### src/rtl/ap_hs_txn_recorder.sv
// rtl/ap_hs_txn_recorder.sv - ap_ctrl_hs transaction recorder with record FIFO
// Measures start time, latency, interval and iteration count per transaction.
module ap_hs_txn_recorder #(
  parameter int CW    = 32,
  parameter int DEPTH = 16
) (
  input  logic              ap_clk,
  input  logic              ap_rst_n,
  input  logic              ap_start,
  input  logic              ap_done,
  input  logic              ap_continue,
  input  logic              iter_pulse,
  input  logic              finish,
  output logic              rec_valid,
  input  logic              rec_ready,
  output logic [32+3*CW:0]  rec_data,
  output logic [15:0]       drop_cnt,
  output logic              busy
);
  localparam int RW = 33 + 3*CW;
  localparam int AW = $clog2(DEPTH);
  localparam logic [AW:0] FULL_CNT = (AW+1)'(DEPTH);

  typedef enum logic [1:0] {IDLE = 2'd0, RUN = 2'd1, CLOSED = 2'd2} state_t;

  state_t          state, state_nxt;
  logic [CW-1:0]   timer, t_start, t_prev, interval, latency_now;
  logic            first;
  logic [15:0]     iter_cnt, iter_inc, txn_id;
  logic            done_acc, do_start, do_close, incomplete;
  logic [RW-1:0]   rec_new;
  logic [RW-1:0]   mem [DEPTH];
  logic [AW-1:0]   wr_ptr, rd_ptr;
  logic [AW:0]     count;
  logic            full, push, pop;

  assign done_acc = ap_done && ap_continue;

  always_ff @(posedge ap_clk or negedge ap_rst_n) begin
    if (!ap_rst_n) state <= IDLE;
    else           state <= state_nxt;
  end

  always_comb begin
    state_nxt = state;
    case (state)
      IDLE: begin
        if (finish)        state_nxt = CLOSED;
        else if (ap_start) state_nxt = RUN;
      end
      RUN: begin
        if (done_acc)    state_nxt = IDLE;
        else if (finish) state_nxt = CLOSED;
      end
      default: state_nxt = state;
    endcase
  end

  always_comb begin
    busy       = (state == RUN);
    do_start   = (state == IDLE) && ap_start && !finish;
    do_close   = (state == RUN) && (done_acc || finish);
    incomplete = !done_acc;
  end

  // A pulse in the closing cycle still counts toward the record
  assign iter_inc    = (iter_pulse && iter_cnt != 16'hFFFF) ? iter_cnt + 16'd1 : iter_cnt;
  assign latency_now = timer - t_start;
  assign rec_new     = {incomplete, txn_id, iter_inc, t_start, latency_now, interval};

  always_ff @(posedge ap_clk or negedge ap_rst_n) begin
    if (!ap_rst_n) begin
      timer    <= '0;
      t_start  <= '0;
      t_prev   <= '0;
      interval <= '0;
      first    <= 1'b1;
      iter_cnt <= '0;
      txn_id   <= '0;
      drop_cnt <= '0;
    end else begin
      timer <= timer + 1'b1;
      if (do_start) begin
        t_start  <= timer;
        interval <= first ? '0 : timer - t_prev;
        t_prev   <= timer;
        first    <= 1'b0;
        iter_cnt <= {15'd0, iter_pulse};
      end else if (busy) begin
        iter_cnt <= iter_inc;
      end
      if (do_close) begin
        txn_id <= txn_id + 16'd1;
        if (!push && drop_cnt != 16'hFFFF) drop_cnt <= drop_cnt + 16'd1;
      end
    end
  end

  // A pop in the same cycle frees the slot a full-FIFO push needs
  assign full      = (count == FULL_CNT);
  assign rec_valid = (count != '0);
  assign pop       = rec_valid && rec_ready;
  assign push      = do_close && (!full || pop);
  assign rec_data  = rec_valid ? mem[rd_ptr] : '0;

  always_ff @(posedge ap_clk) begin
    if (push) mem[wr_ptr] <= rec_new;
  end

  always_ff @(posedge ap_clk or negedge ap_rst_n) begin
    if (!ap_rst_n) begin
      wr_ptr <= '0;
      rd_ptr <= '0;
      count  <= '0;
    end else begin
      if (push) wr_ptr <= wr_ptr + 1'b1;
      if (pop)  rd_ptr <= rd_ptr + 1'b1;
      case ({push, pop})
        2'b10:   count <= count + 1'b1;
        2'b01:   count <= count - 1'b1;
        default: count <= count;
      endcase
    end
  end
endmodule

### config.mk
export PLATFORM = sky130hd
export DESIGN_NAME = ap_hs_txn_recorder
export DESIGN_NICKNAME = d
export VERILOG_FILES = /design/src/rtl/ap_hs_txn_recorder.sv
export SDC_FILE = /design/constraint.sdc
export NUM_CORES = 2
export LEC_CHECK = 0
export BUFFER_PORTS_ARGS = -buffer_cell sky130_fd_sc_hd__buf_2
export CAP_MARGIN = 20
export CORE_UTILIZATION = 33
export DETAILED_ROUTE_END_ITERATION = 7
export HOLD_SLACK_MARGIN = 0.03
export PLACE_DENSITY = 0.54
export SLEW_MARGIN = 25
export SYNTH_ARGS = -nofsm -noshare
export SYNTH_HDL_FRONTEND = slang
export SYNTH_SLANG_ARGS = --single-unit
export TNS_END_PERCENT = 100
### constraint.sdc
create_clock -name ap_clk -period 22.6 [get_ports ap_clk]
set_input_delay 4.52 -clock ap_clk [delete_from_list [all_inputs] [get_ports ap_clk]]
set_output_delay 4.52 -clock ap_clk [all_outputs]
set_load 0.005 [all_outputs]
==> out/qor.yml <==
syn_to_final_growth_pct: 15.1
cts_resized: 0
clockBufferDepth: 3
antenna_found_initial: 14
htree_levels: 4
finalCriticalPeriod_ns: 9.82
wl_um: 213000
synth_area_leaders: "edfxtp_1 (72%), mux4_2 (17%), dfrtp_1 (4.6%)"
die_x_um: 514
detail-route-antenna-nets: 0
ys_types: 64
crit_arrival_ns: 5.30
crit_chain: "buf_6, buf_4, buf_4, mux4_2, mux4_2, and2_1, buf_2"
reg2reg_depth: 7
fin_cells: 7882
dr_total_vias: 40400
drive_above_1_share_pct: 29.8
synth_nets: 3934
hold_violations: 0
hold_path_depth: 1
hp-class: "reg2reg"
syn_inst: 3880
finalMaxSlewViolations: 0
rsz0062_at_grt: "false"
dp_hpwl_um: 111000
switching_share_pct: 27.6
slew_headroom_pct: 29.3
final_area_sq_mm: 0.0997
fmax_mhz: 102
grt_pass1_wl_um: 309000
yosysTopAreaCell: "edfxtp_1"
seqPwrFrac_pct: 41.5
p_per_area_mw_per_mm2: 112
p_sw_mw: 3.08
total_power_mw: 11.2
io_buffer_count: 154
synth_top_cell_area_share_pct: 71.6
drt-pass1-iter-count: 6
routedWlPerCell_um: 27.0
status: "completed"
std_cell_rows: 187
clock_latency_ns: 0.87
core_sq_mm: 0.260
slowest_stage: "buf_4"
fin_ws_ns: 12.78
synth_warnings: 0
whs_ns: 0.500
cts_hold_buffers: 0
synth.yosys.seq_area_share_pct: 76.2
fin_util_pct: 38.3
endpoint_kind: "output pin"
p_comb_share_pct: 25.5
worstMarginPinSlew_ns: 1.06
cts_tree: "done"
pre_cts_ws_ns: 13.15
fin_setup_tns_ns: 0
cts_buffers: 223
min_period_over_period_pct: 43.5
dr.first_iter.drc_count: 3497
clock-sinks: 2224
synth-async-reset-ratio_pct: 7.19
cts.clk_slew.worst_paths_ns: 0.07
cap_violations: 0
io_pins: 155
cts_root_buf: "clkbuf_16"
die_h_um: 514
cp_data_required_time_ns: 18.08
placed_cells: 7456
grt_usage_pct: 16.1
syn_avg_cell_area_sq_um: 22.3
vias_per_cell: 5.12
synth_common_cells: "edfxtp_1 (2064), mux4_2 (645), dfrtp_1 (159), and2_1 (133), nand2_1 (118)"
grt_pass1_vias: 42300
slowest_delay_ns: 0.83
overflow: 0
globalplace.congestion: 0.753
finClkSkew_ns: 0.0597
p_int_mw: 8.10
place_area_sq_mm: 0.0921
ys_ff_latch: 2224
ys.flop_type: "edfxtp_1"
p_leak_nw: 32.8
path_max_fanout: 69
cts_setup_buffers: 0
yosysMostFrequentCell: "edfxtp_1"
ir_drop_mv: 0.0775
clockPowerShare_pct: 33.0
final_nets: 4241
drc_errors: 0
setup_viol: 0
synth_area_sq_mm: 0.0866
grt_max_degree: 118
critPathKind: "reg2out"
worstSetupStartpointType: "flop"
synth_edf_count: 2064
initial_core_util_pct: 33.3
die-area_sq_mm: 0.265
## worst paths after layout
kind                                           from                  endpoint  slack [ns]
setup / recovery              rd_ptr[1]$_DFFE_PN0P_              rec_data[84]       12.78
hold / removal             drop_cnt[14]$_DFFE_PN0P_  drop_cnt[14]$_DFFE_PN0P_        0.50
setup reg to reg               state[1]$_DFFE_PN0P_      mem[7][53]$_DFFE_PP_       17.51
hold reg to reg            drop_cnt[14]$_DFFE_PN0P_  drop_cnt[14]$_DFFE_PN0P_        0.50
max in group asynchronous                  ap_rst_n  iter_cnt[14]$_DFFE_PN0P_       16.75
min in group asynchronous                  ap_rst_n   drop_cnt[1]$_DFFE_PN0P_        3.63
## flip-flops by register name, indices dropped and copies added, names as in the netlist, 5 cells and up
signal,count
iter_cnt,16
count,5
interval,32
t_prev,32
txn_id,16
timer,32
mem,2064
drop_cnt,16
## cell families (layout without fill, tap and decap cells)
family	after synthesis	in the layout	synth area share, %
multiplexers	649	649	16.8
XOR/XNOR	114	114	1.15
flip-flops	2224	2224	76.2
AO/OA/AOI/OAI	184	184	1.43
AND/OR/NAND/NOR	435	435	2.63
adder cells (fa/ha/maj)	46	46	0.682
other	0	3	0
buffers and inverters	228	731	1.09
## final cells by class
type	instances	area [sq um]
multi-input cells	1428	20000
inverters	47	176
fillers	23400	160000
repair buffers	263	1750
clock inverters	131	1340
clock buffers	290	6040
well taps	3496	4370
flip-flops and latches	2224	66000
diodes	3	7.51
## worst max-delay path: cells and delay by family, from the launching register on
kind	cells	cell delay, ns
AND/OR/NAND/NOR	1	0.21
multiplexers	2	0.92
flip-flops	1	0.81
buffers and inverters	4	2.39
## power groups by stage
stage	registers (mW)	clock network, mW	logic [mW]
2_1_floorplan	4.65	0	1.96
3_3_place_gp	4.72	0	2.96
3_5_place_dp	4.73	0	2.96
4_1_cts	4.64	3.78	2.97
5_1_grt	4.65	3.94	3.09
6_report	4.64	3.69	2.85
## per-layer routing
metal  wire, um  GRT usage (%)  up-vias
met1      94500           22.5    22400
met4       3820           3.44        0
met5          0              0        -
met3       8980           2.06      242
met2     105000           27.0      956
li1           -              -    16800
## cell usage in the layout, fill, tap and decap left out, types with 7 or more instances in the layout
master	Yosys	layout
inv_1	46	46
clkbuf_1	105	48
buf_2	59	153
a21oi_1	29	29
nor2_1	57	43
nor2_4	0	13
and3_1	28	28
xor2_2	0	13
buf_12	0	7
a21o_1	23	23
clkinvlp_4	0	10
xnor2_1	75	66
clkinv_2	0	43
and2_1	133	133
edfxtp_1	2064	2064
clkbuf_16	0	225
buf_4	0	94
o21ai_0	63	63
clkinv_1	1	43
dfrtp_1	159	155
nand4_1	19	19
bufinv_16	0	20
xor2_1	39	26
clkbuf_8	0	18
mux4_2	645	645
ha_1	44	44
a22o_1	28	28
xnor2_2	0	7
nand2_1	118	118
nand3_1	43	43
Note: power is estimated with default switching activity, not from simulation.
